<file path="src/rtl/vme_system_arbiter_if.sv">
// vme_system_arbiter_if
// Groups the VME arbitration and data-strobe backplane signals seen by the slot-1
// system controller. All signals are active-low, as they are on the backplane.
//   vme_br_n[3:0]    bus request levels 3..0          (bus -> arbiter)
//   vme_bbsy_n       bus busy                         (bus -> arbiter)
//   vme_ds_n[1:0]    data strobes DS1/DS0             (bus -> arbiter)
//   vme_dtack_n      data acknowledge                 (bus -> arbiter)
//   vme_berr_n       bus error from another source    (bus -> arbiter)
//   vme_bg_out_n     bus grant daisy-chain start      (arbiter -> bus)
//   vme_bclr_n       bus clear to current owner       (arbiter -> bus)
//   vme_berr_out_n   bus-timeout error                (arbiter -> bus)
// Modport master is the arbiter side; modport slave is the backplane side.
interface vme_system_arbiter_if;
  logic [3:0] vme_br_n;
  logic       vme_bbsy_n;
  logic [1:0] vme_ds_n;
  logic       vme_dtack_n;
  logic       vme_berr_n;
  logic [3:0] vme_bg_out_n;
  logic       vme_bclr_n;
  logic       vme_berr_out_n;

  modport master (
    input  vme_br_n, vme_bbsy_n, vme_ds_n, vme_dtack_n, vme_berr_n,
    output vme_bg_out_n, vme_bclr_n, vme_berr_out_n
  );

  modport slave (
    output vme_br_n, vme_bbsy_n, vme_ds_n, vme_dtack_n, vme_berr_n,
    input  vme_bg_out_n, vme_bclr_n, vme_berr_out_n
  );
endinterface

</file>
<file path="src/rtl/vme_system_arbiter.sv">
// vme_system_arbiter
// VME slot-1 system controller: arbitrates BR3..BR0, starts the BG daisy chains,
// drives BCLR to the current owner (fixed priority only) and times out data strobes
// that nobody answers by asserting BERR.
// Ports:
//   clock        system clock
//   reset        asynchronous, active-low
//   enable       high = slot-1 controller active; low forces IDLE and inactive outputs
//   bus          backplane signals (master modport of vme_system_arbiter_if)
//   grant_level  level of the current or most recent grant
//   arb_busy     high while the arbiter FSM is not IDLE
module vme_system_arbiter #(
  parameter int ROUND_ROBIN   = 0,
  parameter int GRANT_TIMEOUT = 64,
  parameter int BUS_TIMEOUT   = 800,
  parameter int TIMER_WIDTH   = 10
) (
  input  logic                       clock,
  input  logic                       reset,
  input  logic                       enable,
  vme_system_arbiter_if.master       bus,
  output logic [1:0]                 grant_level,
  output logic                       arb_busy
);

  localparam bit                   RR         = (ROUND_ROBIN != 0);
  localparam logic [TIMER_WIDTH-1:0] GRANT_LAST = TIMER_WIDTH'(GRANT_TIMEOUT - 1);
  localparam logic [TIMER_WIDTH-1:0] BUS_LAST   = TIMER_WIDTH'(BUS_TIMEOUT - 1);

  typedef enum logic [1:0] {IDLE, GRANT, BUSY} state_t;

  // Two-flop synchronizer, packed {berr, dtack, ds[1:0], bbsy, br[3:0]}
  logic [8:0] sync1, sync2;

  always_ff @(posedge clock or negedge reset) begin
    if (!reset) begin
      sync1 <= '1;
      sync2 <= '1;
    end else begin
      sync1 <= {bus.vme_berr_n, bus.vme_dtack_n, bus.vme_ds_n, bus.vme_bbsy_n, bus.vme_br_n};
      sync2 <= sync1;
    end
  end

  logic [3:0] br_act;
  logic       bbsy_act, ds_act, dtack_act, berr_act;

  assign br_act    = ~sync2[3:0];
  assign bbsy_act  = ~sync2[4];
  assign ds_act    = ~&sync2[6:5];
  assign dtack_act = ~sync2[7];
  assign berr_act  = ~sync2[8];

  // Arbiter state
  state_t                 state, state_next;
  logic [1:0]             level, level_next;
  logic [1:0]             ptr, ptr_next;
  logic [TIMER_WIDTH-1:0] gcnt, gcnt_next;
  logic [3:0]             bg_n, bg_n_next;
  logic                   bclr_n, bclr_n_next;

  // Winner selection: walk candidates from lowest to highest priority so the
  // highest-priority active request is the last one written. Fixed priority is
  // the round-robin search with the pointer pinned at 3.
  logic [1:0] pick, base, cand;
  logic       above;

  always_comb begin
    pick = '0;
    cand = '0;
    base = RR ? ptr : 2'd3;
    for (int unsigned k = 0; k < 4; k++) begin
      cand = base - 2'(3 - k);
      if (br_act[cand]) pick = cand;
    end
  end

  assign above = |(br_act >> ({1'b0, level} + 3'd1));

  always_comb begin
    state_next  = state;
    level_next  = level;
    ptr_next    = ptr;
    gcnt_next   = gcnt;
    bg_n_next   = bg_n;
    bclr_n_next = bclr_n;
    if (!enable) begin
      state_next  = IDLE;
      level_next  = 2'd3;
      ptr_next    = 2'd3;
      gcnt_next   = '0;
      bg_n_next   = '1;
      bclr_n_next = 1'b1;
    end else begin
      case (state)
        IDLE: begin
          if (!bbsy_act && |br_act) begin
            level_next = pick;
            bg_n_next  = ~(4'b0001 << pick);
            gcnt_next  = '0;
            state_next = GRANT;
          end
        end
        GRANT: begin
          // BBSY is tested first so it wins over a simultaneous withdrawal
          if (bbsy_act) begin
            state_next = BUSY;
            bg_n_next  = '1;
          end else if (!br_act[level] || gcnt == GRANT_LAST) begin
            state_next = IDLE;
            bg_n_next  = '1;
          end else begin
            gcnt_next = gcnt + TIMER_WIDTH'(1);
          end
        end
        BUSY: begin
          bclr_n_next = !(!RR && above);
          if (!bbsy_act) begin
            state_next  = IDLE;
            bclr_n_next = 1'b1;
            if (RR) ptr_next = level - 2'd1;
          end
        end
        default: begin
          state_next  = IDLE;
          bg_n_next   = '1;
          bclr_n_next = 1'b1;
        end
      endcase
    end
  end

  always_ff @(posedge clock or negedge reset) begin
    if (!reset) begin
      state  <= IDLE;
      level  <= 2'd3;
      ptr    <= 2'd3;
      gcnt   <= '0;
      bg_n   <= '1;
      bclr_n <= 1'b1;
    end else begin
      state  <= state_next;
      level  <= level_next;
      ptr    <= ptr_next;
      gcnt   <= gcnt_next;
      bg_n   <= bg_n_next;
      bclr_n <= bclr_n_next;
    end
  end

  // Bus timer, independent of the arbiter FSM
  logic [TIMER_WIDTH-1:0] bcnt, bcnt_next;
  logic                   berr_out_n, berr_out_n_next;

  always_comb begin
    bcnt_next       = bcnt;
    berr_out_n_next = berr_out_n;
    if (!enable || !ds_act) begin
      bcnt_next       = '0;
      berr_out_n_next = 1'b1;
    end else if (berr_out_n) begin
      // Once asserted, BERR holds (and the count saturates) until the strobes go away
      if (dtack_act || berr_act) begin
        bcnt_next = '0;
      end else if (bcnt == BUS_LAST) begin
        berr_out_n_next = 1'b0;
      end else begin
        bcnt_next = bcnt + TIMER_WIDTH'(1);
      end
    end
  end

  always_ff @(posedge clock or negedge reset) begin
    if (!reset) begin
      bcnt       <= '0;
      berr_out_n <= 1'b1;
    end else begin
      bcnt       <= bcnt_next;
      berr_out_n <= berr_out_n_next;
    end
  end

  assign bus.vme_bg_out_n   = bg_n;
  assign bus.vme_bclr_n     = bclr_n;
  assign bus.vme_berr_out_n = berr_out_n;
  assign grant_level        = level;
  assign arb_busy           = (state != IDLE);

endmodule

</file>
<file path="src/flat_wrapper.sv">
// flat-port wrapper written by rule: the top's interface ports become plain ports
module vme_system_arbiter_flat 
#(
  parameter int ROUND_ROBIN   = 0,
  parameter int GRANT_TIMEOUT = 64,
  parameter int BUS_TIMEOUT   = 800,
  parameter int TIMER_WIDTH   = 10
)
  (clock, reset, enable, grant_level, arb_busy, bus_vme_br_n, bus_vme_bbsy_n, bus_vme_ds_n, bus_vme_dtack_n, bus_vme_berr_n, bus_vme_bg_out_n, bus_vme_bclr_n, bus_vme_berr_out_n);
  vme_system_arbiter_if bus_i ();
  input  logic clock;
  input  logic reset;
  input  logic enable;
  output logic [1:0] grant_level;
  output logic arb_busy;
  input wire logic [$bits(bus_i.vme_br_n)-1:0] bus_vme_br_n;
  input wire logic [$bits(bus_i.vme_bbsy_n)-1:0] bus_vme_bbsy_n;
  input wire logic [$bits(bus_i.vme_ds_n)-1:0] bus_vme_ds_n;
  input wire logic [$bits(bus_i.vme_dtack_n)-1:0] bus_vme_dtack_n;
  input wire logic [$bits(bus_i.vme_berr_n)-1:0] bus_vme_berr_n;
  output wire logic [$bits(bus_i.vme_bg_out_n)-1:0] bus_vme_bg_out_n;
  output wire logic [$bits(bus_i.vme_bclr_n)-1:0] bus_vme_bclr_n;
  output wire logic [$bits(bus_i.vme_berr_out_n)-1:0] bus_vme_berr_out_n;
  assign bus_i.vme_br_n = bus_vme_br_n;
  assign bus_i.vme_bbsy_n = bus_vme_bbsy_n;
  assign bus_i.vme_ds_n = bus_vme_ds_n;
  assign bus_i.vme_dtack_n = bus_vme_dtack_n;
  assign bus_i.vme_berr_n = bus_vme_berr_n;
  assign bus_vme_bg_out_n = bus_i.vme_bg_out_n;
  assign bus_vme_bclr_n = bus_i.vme_bclr_n;
  assign bus_vme_berr_out_n = bus_i.vme_berr_out_n;
  vme_system_arbiter #(.ROUND_ROBIN(ROUND_ROBIN), .GRANT_TIMEOUT(GRANT_TIMEOUT), .BUS_TIMEOUT(BUS_TIMEOUT), .TIMER_WIDTH(TIMER_WIDTH)) u_core (.clock(clock), .reset(reset), .enable(enable), .bus(bus_i), .grant_level(grant_level), .arb_busy(arb_busy));
endmodule
</file>
<file path="config.mk">
export PLATFORM = sky130hd
export DESIGN_NAME = vme_system_arbiter_flat
export DESIGN_NICKNAME = d
export VERILOG_FILES = /design/src/rtl/vme_system_arbiter_if.sv /design/src/rtl/vme_system_arbiter.sv /design/src/flat_wrapper.sv
export SDC_FILE = /design/constraint.sdc
export NUM_CORES = 1
export LEC_CHECK = 0
export CAP_MARGIN = 0
export CORE_UTILIZATION = 59
export CTS_BUF_LIST = sky130_fd_sc_hd__clkbuf_8
export DETAILED_ROUTE_END_ITERATION = 10
export PLACE_DENSITY = 0.82
export SYNTH_ARGS = -nofsm -noshare
export SYNTH_HDL_FRONTEND = slang
export SYNTH_SLANG_ARGS = --single-unit
</file>
<file path="constraint.sdc">
create_clock -name clock -period 2.6 [get_ports clock]
set_input_delay 0.26 -clock clock [delete_from_list [all_inputs] [get_ports clock]]
set_output_delay 0.26 -clock clock [all_outputs]
set_load 0.01 [all_outputs]
</file>
==> metrics.md <==
| Metric | Value |
|---|---|
| EDFF count, synth | `0` |
| First-pass GRT wire length | `8.155 mm` |
| Vias in the first global route | `1791` |
| Final instance area | `2552 µm²` |
| Diode count | `0` |
| Post_cts resized | `0` |
| Fin crit period | `2.250 ns` |
| Nature of the critical path startpoint | `flip-flop` |
| # rows | `21` |
| First-pass detailed-route iteration total | `4` |
| Residual DRC | `0` |
| WL/cell | `16.83 µm` |
| Inserted Clock Buffers | `5` |
| Fin Clk Skew | `0.005313 ns` |
| Sink Count | `48` |
| Lkg Pwr | `1.027 nW` |
| Post-synth top area cell | `dfstp_2` |
| Fmax | `444.4 MHz` |
| Global placement routability congestion | `0.8870` |
| Distinct cells, synth | `52` |
| Reg2reg setup slack | `0.35 ns` |
| Synth top cells by count | `26 x dfstp_2, 22 x dfrtp_1, 16 x nand2_1` |
| Antenna violations before repair | `0` |
| Worst R2R Path Depth | `4` |
| Mapped Area | `2221 µm²` |
| I/O Buffers | `20` |
| Tightest Pin Transition | `1.004 ns` |
| Grt ovf | `0` |
| Area used by multi-input combinational logic | `927.1 µm²` |
| Reg area | `1234 µm²` |
| Tcrit/Tclk final | `86.55%` |
| Die height | `63.36 µm` |
| Crit Path Category | `reg -> reg` |
| Worst-path cell chain | `mux4_2, a311o_4, or4_1, o21ai_1` |
| Die area | `4014 µm²` |
| Maxcap violations | `0` |
| Flop and latch count out of synthesis | `48` |
| Clk_lat worst skew | `0.30 ns` |
| DP HPWL | `3.286 mm` |
| Worst EP arrival | `2.48 ns` |
| Synthesized instance count | `200` |
| Total negative slack | `0 ns` |
| Max VDD drop | `0.0005449 V` |
| # fillers | `257` |
| 1st-iter DRT viols | `244` |
| Post-route ant nets | `0` |
| Clock-pin slew on the worst setup and hold paths | `0.08 ns` |
| Largest net degree at the start of global routing | `49` |
| IO Pins | `21` |
| CP max stage delay | `0.59 ns` |
| Initial Util | `64.03%` |
| Hold_buf cts | `0` |
| CP max FO | `8` |
| Final slew viol count | `0` |
| Via/cell ratio | `6.506` |
| Crit-path leading delay family | `multiplexers` |
| Clock Path Buffers | `2` |
| Post-synth top flop | `dfstp_2` |
| Final wirelength | `4.528 mm` |
| Sequential element share of the synthesized area | `55.55%` |
| Util after Layout | `73.59%` |
| Most frequent cell after synthesis | `dfstp_2` |
| Critical Path RT | `2.83 ns` |
| Asr flop ratio synth | `100.0%` |
| Syn-to-layout area delta | `14.93%` |
| Reg-to-reg critical path startpoint | `u_core.grant_level[0]$_DFFE_PN1P_` |
| Post CTS Setup Buffer Count | `0` |
| Buffers & Inverters on Critical Path | `0` |
| Final hold vios | `0` |
| DP Worst Slack | `0.2282 ns` |
| GRT Total Usage | `26.57%` |
| CP Capture Type | `flip-flop` |
| Setup crit start | `u_core.grant_level[0]$_DFFE_PN1P_` |
| Slew headroom | `33.08%` |
| Vias | `1750` |
| Slowest cell on crit path | `mux4_2` |
| Synth area leaders | `dfstp_2 31%, dfrtp_1 25%, o31ai_1 3.0%, nand2_1 2.7%, o21ai_0 2.0%` |
| Syn Nets | `214` |
| Final worst slack | `0.3497 ns` |
| Post-Syn Area per Cell | `11.10 µm²` |
| Post-DP Area | `2462 µm²` |
| Layout cell share with drive strength beyond 1 | `20.18%` |
| Area of the core | `3468 µm²` |
| Hold WC Path Type | `in -> async` |
| Ys Warns | `0` |
| Clock root buffer master | `clkbuf_8` |
| RSZ-0062 raised after global routing | `false` |
| Die width | `63.36 µm` |
| Status | `complete, no violations` |
| Final setup fails | `0` |
| CTS H-tree lvls | `2` |
| Nets | `236` |
| Top cell type's share of synthesized area | `30.76%` |
| R2R Path End | `u_core.gcnt[9]$_DFFE_PN0P_` |
| PD cells | `531.2 nW/µm²` |
| TritonCTS clock tree | `built` |
| Final Power | `0.001356 W` |
==> worst max-delay path by stage <==
stage	depth (start not counted)	end	slack [ns]
floorplan	4	u_core.gcnt[9]$_DFFE_PN0P_	0.46
global placement	5	u_core.bcnt[7]$_DFFE_PN0P_	0.38
detailed placement	5	u_core.bcnt[7]$_DFFE_PN0P_	0.23
CTS	4	u_core.gcnt[9]$_DFFE_PN0P_	0.36
global route	4	u_core.gcnt[9]$_DFFE_PN0P_	0.23
finish	4	u_core.gcnt[9]$_DFFE_PN0P_	0.35
==> report_power, final <==
part	switching, W	internal [W]	total [W]
clock network	0.000252	0.000191	0.000442
registers	0.0000167	0.000782	0.000799
logic	0.0000624	0.0000519	0.000114
total	0.000331	0.00103	0.00136
==> state kept, by name (all words and copies together), names as in the netlist <==
name	cells
u_core.bcnt	10
u_core.gcnt	10
u_core.sync1	9
u_core.sync2	9
u_core.bus.vme_bg_out_n	4
u_core.grant_level	2
u_core.state	2
u_core.bus.vme_bclr_n	1
u_core.bus.vme_berr_out_n	1
==> cell families (layout without fill, tap and decap cells) <==
logic type / after synthesis / in the layout / share of synthesized area [%]
compound gates: 57 / 57 / 19.44
xor+xnor: 1 / 1 / 0.3944
fa+ha+maj: 2 / 2 / 1.127
buf+inv: 16 / 39 / 2.704
flops: 48 / 48 / 55.55
mux: 4 / 4 / 2.366
simple gates: 72 / 72 / 18.42
==> cell type report <==
class | instances | area share, %
inverter | 9 | 1.324
tap | 46 | 2.255
timing repair buffer | 22 | 8.235
sequential | 48 | 48.33
clock buffer | 5 | 2.696
clock inverter | 3 | 0.8333
multi-input combinational | 136 | 36.32
==> through the flow <==
step,instances,hold WS (ns)
CTS,269,0.1475
global route,269,0.2061
floorplan,200,-0.03559
detailed placement,261,0.3468
global placement,261,0.3458
finish,269,0.1192
==> cell usage in the layout, fill, tap and decap left out, drive strengths merged, types with 2 or more instances in the layout <==
cell type,instances
nand2,16
a211oi,2
and4,4
nand4,6
clkdlybuf4s50,19
or4,3
or2,2
and2,2
a31oi,5
a31o,2
nand3,7
a21oi,5
o31ai,9
dfrtp,22
and3,2
inv,10
ha,2
a22oi,2
o32a,3
nor3,6
a22o,2
o211ai,2
nor2,8
nand2b,4
nor4,4
clkbuf,5
o311ai,4
dfstp,26
mux2i,3
o21ai,10
buf,3
==> layer usage <==
| metal | part of all wire (%) | wire, µm | global-route usage (%) | vias to the layer above |
|---|---|---|---|---|
| li1 | - | - | - | 813 |
| met1 | 45 | 2022 | 34.83 | 865 |
| met2 | 48 | 2178 | 42.69 | 61 |
| met3 | 4.7 | 213 | 5.435 | 11 |
| met4 | 2.5 | 114 | 11.36 | 0 |
| met5 | 0 | 0 | 0 | - |
No activity file was read; power rests on OpenSTA's default activity.
